==> config.mk <==
export PLATFORM = sky130hd
export DESIGN_NAME = spi_rom_responder
export DESIGN_NICKNAME = d
export VERILOG_FILES = /design/src/rtl/spi_rom_responder_pkg.sv /design/src/rtl/spi_rom_responder_sync_edge.sv /design/src/rtl/spi_rom_responder.sv
export SDC_FILE = /design/constraint.sdc
export NUM_CORES = 1
export LEC_CHECK = 0
export CAP_MARGIN = 40
export CORE_MARGIN = 1.5
export CORE_UTILIZATION = 35
export DETAILED_ROUTE_END_ITERATION = 8
export PLACE_DENSITY = 0.57
export SLEW_MARGIN = 20
export SYNTH_ARGS = -nofsm -noshare
export SYNTH_HDL_FRONTEND = slang
export SYNTH_SLANG_ARGS = --single-unit
==> constraint.sdc <==
create_clock -name fclk -period 1.9 [get_ports fclk]
set_input_delay 0.285 -clock fclk [delete_from_list [all_inputs] [get_ports fclk]]
set_output_delay 0.285 -clock fclk [all_outputs]
set_load 0.01 [all_outputs]
==> src/rtl/spi_rom_responder_pkg.sv <==
// Shared definitions for the SPI ROM responder: opcodes, bit-counter
// reload values and the FSM state encoding.
package spi_rom_responder_pkg;

    localparam logic [7:0] OP_READ = 8'h03;
    localparam logic [7:0] OP_RDSR = 8'h05;

    // Bit counter is a down-counter; reload value = bits in the field - 1,
    // terminal count is zero.
    localparam logic [4:0] CNT_BYTE = 5'd7;
    localparam logic [4:0] CNT_ADDR = 5'd23;

    typedef enum logic [2:0] {
        IDLE,
        CMD,
        ADDR,
        DATA,
        STAT,
        SINK
    } state_t;

endpackage

==> src/rtl/spi_rom_responder_sync_edge.sv <==
// spi_sync_edge: 2-flop synchroniser for one asynchronous input plus a
// registered rise/fall detector on the synchronised level.
//   i_clk    : sampling clock
//   i_rst_n  : synchronous active-low reset
//   i_async  : asynchronous input
//   o_sync   : synchronised level
//   o_rise   : one-cycle pulse on a synchronised 0->1
//   o_fall   : one-cycle pulse on a synchronised 1->0
module spi_sync_edge #(
    parameter logic RST_VAL = 1'b0
) (
    input  logic i_clk,
    input  logic i_rst_n,
    input  logic i_async,
    output logic o_sync,
    output logic o_rise,
    output logic o_fall
);

    logic       r_meta;
    logic       r_sync;
    logic       r_prev;
    logic       r_rise;
    logic       r_fall;
    logic [1:0] r_fill;

    // r_fill suppresses edges until both r_sync and r_prev hold real samples,
    // so a level that differs from RST_VAL when reset releases (e.g. CS held
    // low through reset) is not mistaken for a fresh edge.
    always_ff @(posedge i_clk) begin
        if (!i_rst_n) begin
            r_meta <= RST_VAL;
            r_sync <= RST_VAL;
            r_prev <= RST_VAL;
            r_rise <= 1'b0;
            r_fall <= 1'b0;
            r_fill <= 2'd3;
        end else begin
            r_meta <= i_async;
            r_sync <= r_meta;
            r_prev <= r_sync;
            if (r_fill != 2'd0) begin
                r_fill <= r_fill - 2'd1;
            end
            r_rise <= (r_fill == 2'd0) &  r_sync & ~r_prev;
            r_fall <= (r_fill == 2'd0) & ~r_sync &  r_prev;
        end
    end

    assign o_sync = r_sync;
    assign o_rise = r_rise;
    assign o_fall = r_fall;

endmodule

==> src/rtl/spi_rom_responder.sv <==
// SPI (mode 0) slave that serves a byte-wide ROM: READ (03 + 24-bit address,
// then streaming bytes with auto-increment) and RDSR (05, repeating status).
//   fclk         : system clock, all state on rising edge
//   rst_n        : synchronous active-low reset
//   spi_cs_n     : async chip select (active low)
//   spi_sck      : async SPI clock
//   spi_mosi     : async serial data in, MSB first
//   spi_miso     : serial data out, MSB first (1 when not driven)
//   spi_miso_oe  : high while spi_miso is driven
//   rom_addr     : ROM byte address
//   rom_data     : ROM byte, valid 1 fclk after rom_addr
//   busy         : inverted synchronised CS
//   cmd_err      : one-fclk pulse on an unsupported opcode
//
// state | meaning
// IDLE  | waiting for a CS falling edge
// CMD   | shifting in the 8-bit opcode
// ADDR  | shifting in the 24-bit address
// DATA  | streaming ROM bytes out, address increments per byte
// STAT  | streaming STATUS_VAL out repeatedly
// SINK  | unsupported opcode, ignore bus until CS rises
module spi_rom_responder
    import spi_rom_responder_pkg::*;
#(
    parameter int         ADDR_W     = 19,
    parameter logic [7:0] STATUS_VAL = 8'h00
) (
    input  logic              fclk,
    input  logic              rst_n,
    input  logic              spi_cs_n,
    input  logic              spi_sck,
    input  logic              spi_mosi,
    output logic              spi_miso,
    output logic              spi_miso_oe,
    output logic [ADDR_W-1:0] rom_addr,
    input  logic [7:0]        rom_data,
    output logic              busy,
    output logic              cmd_err
);

    // Only as many address bits as the ROM uses are kept; higher bits shift
    // out the top and are dropped.
    localparam int SH_W = (ADDR_W > 8) ? ADDR_W - 1 : 7;

    state_t            r_state;
    state_t            w_next_state;
    logic              w_cmd_err;

    logic [4:0]        r_bit_cnt;
    logic [SH_W-1:0]   r_sh_in;
    logic [7:0]        r_sh_out;
    logic              r_miso;
    logic              r_oe;
    logic [ADDR_W-1:0] r_rom_addr;
    logic              r_cmd_err;

    logic              w_cs_sync;
    logic              w_cs_rise;
    logic              w_cs_fall;
    logic              w_sck_lvl_unused;
    logic              w_sck_rise;
    logic              w_sck_fall;
    logic              w_mosi;
    logic              w_mosi_rise_unused;
    logic              w_mosi_fall_unused;

    logic              w_abort;
    logic [SH_W:0]     w_shift_in;
    logic [7:0]        w_opcode;
    logic [7:0]        w_load_byte;

    spi_sync_edge #(.RST_VAL(1'b1)) u_sync_cs (
        .i_clk   (fclk),
        .i_rst_n (rst_n),
        .i_async (spi_cs_n),
        .o_sync  (w_cs_sync),
        .o_rise  (w_cs_rise),
        .o_fall  (w_cs_fall)
    );

    spi_sync_edge #(.RST_VAL(1'b0)) u_sync_sck (
        .i_clk   (fclk),
        .i_rst_n (rst_n),
        .i_async (spi_sck),
        .o_sync  (w_sck_lvl_unused),
        .o_rise  (w_sck_rise),
        .o_fall  (w_sck_fall)
    );

    spi_sync_edge #(.RST_VAL(1'b0)) u_sync_mosi (
        .i_clk   (fclk),
        .i_rst_n (rst_n),
        .i_async (spi_mosi),
        .o_sync  (w_mosi),
        .o_rise  (w_mosi_rise_unused),
        .o_fall  (w_mosi_fall_unused)
    );

    // A deselected bus overrides everything, including SCK edges seen in
    // the same cycle.
    assign w_abort     = w_cs_sync | w_cs_rise;
    assign w_shift_in  = {r_sh_in, w_mosi};
    assign w_opcode    = w_shift_in[7:0];
    assign w_load_byte = (r_state == DATA) ? rom_data : STATUS_VAL;

    always_ff @(posedge fclk) begin
        if (!rst_n) begin
            r_state <= IDLE;
        end else begin
            r_state <= w_next_state;
        end
    end

    always_comb begin
        w_next_state = r_state;
        w_cmd_err    = 1'b0;
        if (w_abort) begin
            w_next_state = IDLE;
        end else begin
            case (r_state)
                IDLE: begin
                    if (w_cs_fall) begin
                        w_next_state = CMD;
                    end
                end
                CMD: begin
                    if (w_sck_rise && (r_bit_cnt == 5'd0)) begin
                        if (w_opcode == OP_READ) begin
                            w_next_state = ADDR;
                        end else if (w_opcode == OP_RDSR) begin
                            w_next_state = STAT;
                        end else begin
                            w_next_state = SINK;
                            w_cmd_err    = 1'b1;
                        end
                    end
                end
                ADDR: begin
                    if (w_sck_rise && (r_bit_cnt == 5'd0)) begin
                        w_next_state = DATA;
                    end
                end
                default: begin
                    w_next_state = r_state;
                end
            endcase
        end
    end

    always_ff @(posedge fclk) begin
        if (!rst_n) begin
            r_bit_cnt  <= 5'd0;
            r_sh_in    <= '0;
            r_sh_out   <= 8'hFF;
            r_miso     <= 1'b1;
            r_oe       <= 1'b0;
            r_rom_addr <= '0;
            r_cmd_err  <= 1'b0;
        end else begin
            r_cmd_err <= w_cmd_err;
            if (w_abort) begin
                r_miso    <= 1'b1;
                r_oe      <= 1'b0;
                r_bit_cnt <= 5'd0;
            end else begin
                case (r_state)
                    IDLE: begin
                        r_miso <= 1'b1;
                        r_oe   <= 1'b0;
                        if (w_cs_fall) begin
                            r_bit_cnt <= CNT_BYTE;
                        end
                    end
                    CMD: begin
                        if (w_sck_rise) begin
                            r_sh_in <= w_shift_in[SH_W-1:0];
                            if (r_bit_cnt == 5'd0) begin
                                r_bit_cnt <= (w_opcode == OP_READ) ? CNT_ADDR : CNT_BYTE;
                            end else begin
                                r_bit_cnt <= r_bit_cnt - 5'd1;
                            end
                        end
                    end
                    ADDR: begin
                        if (w_sck_rise) begin
                            r_sh_in <= w_shift_in[SH_W-1:0];
                            if (r_bit_cnt == 5'd0) begin
                                r_rom_addr <= w_shift_in[ADDR_W-1:0];
                                r_bit_cnt  <= CNT_BYTE;
                            end else begin
                                r_bit_cnt <= r_bit_cnt - 5'd1;
                            end
                        end
                    end
                    DATA, STAT: begin
                        // Counter at its reload value on a fall means the
                        // previous byte is finished: present bit 7 of the next.
                        if (w_sck_fall) begin
                            r_oe <= 1'b1;
                            if (r_bit_cnt == CNT_BYTE) begin
                                r_miso   <= w_load_byte[7];
                                r_sh_out <= {w_load_byte[6:0], 1'b1};
                            end else begin
                                r_miso   <= r_sh_out[7];
                                r_sh_out <= {r_sh_out[6:0], 1'b1};
                            end
                        end else if (w_sck_rise) begin
                            if (r_bit_cnt == 5'd0) begin
                                r_bit_cnt <= CNT_BYTE;
                                if (r_state == DATA) begin
                                    r_rom_addr <= r_rom_addr + ADDR_W'(1);
                                end
                            end else begin
                                r_bit_cnt <= r_bit_cnt - 5'd1;
                            end
                        end
                    end
                    default: begin
                        r_bit_cnt <= r_bit_cnt;
                    end
                endcase
            end
        end
    end

    assign spi_miso    = r_miso;
    assign spi_miso_oe = r_oe;
    assign rom_addr    = r_rom_addr;
    assign busy        = ~w_cs_sync;
    assign cmd_err     = r_cmd_err;

endmodule

==> results by group <==
CTS
  • Hold buffer count at CTS: 0
  • Number of buffers on the longest clock path: 2
  • Latest clock arrival within the worst-skew pair: 0.35 ns
  • H-Tree Level Count: 3
  • CTS Buf Count: 9
  • TritonCTS clock tree: yes
  • Cell at the root of the clock tree: sky130_fd_sc_hd__clkbuf_8
  • Clock input transition at the sequential cells of the worst setup and hold paths: 0.08 ns
  • Clock sink count: 71

Yosys
  • Cell area after synthesis: 3540 µm²
  • Netlist cell types: 69
  • Syn_area_per_cell: around 8.8 µm²
  • Synth top area share: 0.401
  • Number of enable-type register cells in the synthesized netlist: 0
  • Xor and xnor area share after synthesis: 0.00989
  • Most frequent cell after synthesis: sky130_fd_sc_hd__dfxtp_1
  • Fraction of the mapped netlist area in compound gates: 0.198
  • Multiplexer fraction of the synthesized cell area: 0.0685
  • Sequential fraction of the synthesis area: 0.401
  • Flip-flop cell with the highest count after synthesis: sky130_fd_sc_hd__dfxtp_1
  • Post-synth top area cell: sky130_fd_sc_hd__dfxtp_1
  • List of most frequent post-synthesis cells: sky130_fd_sc_hd__dfxtp_1 (71), sky130_fd_sc_hd__nand2_1 (33), sky130_fd_sc_hd__nor2_1 (30)
  • Share of synthesized registers carrying an async set or reset: 0
  • Synthesized netlist cell count: 404
  • Syn. warnings: 0
  • Simple-Gate Fraction of Synth Area: 0.260
  • Synthesized net count: 422
  • Dominant combinational cell family by area after synthesis: simple AND/OR/NAND/NOR gates
  • Adder and majority gate portion of the synthesized area: 0.0177
  • FF+latch count, synth: 71
  • Leading post-synthesis cells by cell area: sky130_fd_sc_hd__dfxtp_1 (40%), sky130_fd_sc_hd__mux2i_1 (6.2%), sky130_fd_sc_hd__nand2_1 (3.5%), sky130_fd_sc_hd__nor2_1 (3.2%), sky130_fd_sc_hd__a21oi_1 (3.0%)

GRT
  • Maximum number of pins on one net before global-route repair: 35
  • Met3 layer usage reported by global route: 0.0289
  • Antenna violations before repair: 0
  • Total overflow reported by the global router: 0
  • All-Layer GR Usage: 0.169
  • First-pass GRT wire length: ~15 mm
  • GR met1 Demand/Resource: 0.236
  • Vias in the first global route: approximately 3000
  • Global-route track usage on met2: 0.259
  • Highest-utilization routing layer at the global route stage: met2

Critical path
  • Critical Path End Type: flop
  • Highest fanout seen on the critical path: 3
  • Data arrival at the endpoint of the critical path: between 2 and 2.5 ns
  • Category of cells accounting for the largest share of critical-path delay: simple AND/OR/NAND/NOR gates
  • Critical path type: reg2reg
  • Top cell by count, worst path: sky130_fd_sc_hd__or4_1
  • Ordered list of cells on the worst path: nand4_1, or4_1, or4_1, a31oi_1
  • Library cell contributing the largest single delay on the critical path: sky130_fd_sc_hd__or4_1
  • Required time of the critical path: 2.17 ns
  • Highest cell delay on the worst timing path: 0.57 ns
  • Sum of buffers and inverters on the critical path: 0
  • Flop2flop setup slack: 0.06 ns
  • Startpoint Class: flop

Place
  • Dpl ws: -0.0721 ns
  • IO buf count: 35
  • HPWL reported at the end of detailed placement: 6.47 mm
  • Final weighted congestion in routability-driven placement: approximately 0.9

Cells and area
  • Antenna diode count: 0
  • Post-layout nets: 487
  • Layout area overhead: 30.4%
  • Fraction of the core area covered by cells at the end of the flow: 0.471
  • Share of post-route cells with drive strength above 1: 0.205
  • Fillers: around 980

Min path
  • Worst min path class: reg2reg

Die
  • Number of primary I/O pins: 36
  • Die height: 104 µm
  • Initial core utilization: 0.361
  • Core footprint: roughly 10000 µm²
  • Die outline width: 104 µm
  • Row count: 36
  • Area of the die: 10700 µm²

Pwr
  • Total power divided by cell area: 647 nW/µm²
  • P_leak: ~0.0019 µW
  • VDD IR max: 0.366 mV

Timing
  • Final setup TNS: 0 ns
  • Final number of setup-violating endpoints: 0
  • Number of hold violations in the final report: 0
  • Max-Slew Margin vs Limit: 0.692
  • Min Tclk post-route: 1.84 ns
  • Unrepaired setup endpoints after global routing: true
  • Final max-slew violation count: 0
  • Achievable frequency: approximately 540 MHz
  • Clock tree skew after final layout: 0.0107 ns
  • Fraction of the cycle the final worst path needs: 0.970
  • Worst Slack Setup Final: 0.0574 ns
  • Tightest Pin Transition: between 0.4 and 0.5 ns

Routing
  • Number of vias per cell after detailed routing: between 5 and 6
  • Detail-routed net length per standard cell: approximately 15 µm
  • First-pass iteration count of the detailed router: 5
  • Starting DRT DRC Count: 155
  • Total via count in the routed design: 3334
  • Final ANT Viol Nets: 0
  • WL final: 9.15 mm
  • DR DRC count: 0

Status
  • Status: finished, final reports clean

Job
  • MaxCap Viol Count: 0
## cells in the final DEF (no fill, tap or decap), drive strengths merged, types with 3 or more instances in the layout
cell type / count
o211ai: 10
nand4: 10
nor3b: 7
and4: 4
o21a: 3
or4: 3
a311oi: 3
buf: 47
ha: 5
nor4: 3
and3: 9
a211oi: 4
a31oi: 5
nand3: 21
nand2: 34
or3: 3
a21oi: 21
mux2i: 22
nand2b: 4
o22ai: 8
o21ai: 13
o31a: 3
clkdlybuf4s50: 35
a22oi: 7
and2: 7
xor2: 4
nor3: 11
o221a: 3
nor2: 30
dfxtp: 71
clkbuf: 10
inv: 10
or3b: 3
## metal layers
| metal | part of all wire | routed length (µm) | up-vias |
|---|---|---|---|
| met4 | 0.017 | 158 | 0 |
| met1 | 0.49 | 4460 | 1602 |
| met2 | 0.46 | 4190 | 74 |
| met5 | 0 | 0 | - |
| li1 | - | - | 1645 |
| met3 | 0.039 | 354 | 13 |
## metrics by stage
step | total power [µW] | cells | cell area (µm²) | hold WS [ns]
after floorplan | 1650 | 404 | 3540 | 0.386
after global placement | 1690 | 587 | 4300 | 0.396
after detailed placement | 1700 | 587 | 4300 | 0.404
after CTS | 3020 | 603 | 4510 | 0.407
after global routing | 3110 | 607 | 4620 | 0.425
final | 2990 | 607 | 4620 | 0.404
## path summary, 6_finish.rpt
path | to | cells past startpoint | startpoint
worst min register to register | u_sync_sck.o_rise | 1 | u_sync_sck.r_prev
worst max-delay path | rom_addr[16] | 4 | rom_addr[11]
worst max register to register | rom_addr[16] | 4 | rom_addr[11]
worst min-delay path | u_sync_sck.o_rise | 1 | u_sync_sck.r_prev
## final cells by class
type                    instances  area [µm²]  share of cell area
inverters                      10        37.5             0.00812
multi-input cells             295        2010               0.435
clock buffers                  10         128              0.0276
well taps                     133         166              0.0360
clock inverters                 6        85.1              0.0184
flip-flops and latches         71        1430               0.310
repair buffers                 82         761               0.165
## where the power goes
group	total [µW]	internal [µW]	switching, µW	leakage [µW]
combinational	137	72.6	64.9	0.00120
sequential	1530	1510	12.0	0.000579
clock	1330	735	593	0.000102
total	2990	2320	670	0.00188
## logic make-up (layout without fill, tap and decap cells)
kind of cell,count (synthesis),after routing
DFF,71,71
buffers and inverters,38,108
and+or+nand+nor,161,161
AOI/OAI and AO/OA,101,101
xor gates and xnor gates,4,4
adders and majority gates,5,5
muxes,24,24
## repair_timing
action                                  4_1_cts  5_1_grt
setup buffers                                 0        4
pin swaps                                     2        9
resized for setup                             0       22
endpoints found under the setup margin        1       18
## sequential cells by signal, summed over array words and instances, names as in the netlist, 2 cells and up
| register | flops |
|---|---|
| u_sync_cs.r_fill | 2 |
| r_sh_in | 18 |
| r_state | 3 |
| r_bit_cnt | 5 |
| u_sync_sck.r_fill | 2 |
| r_sh_out | 7 |
| rom_addr | 19 |
Power figures use the tool's default switching activity.
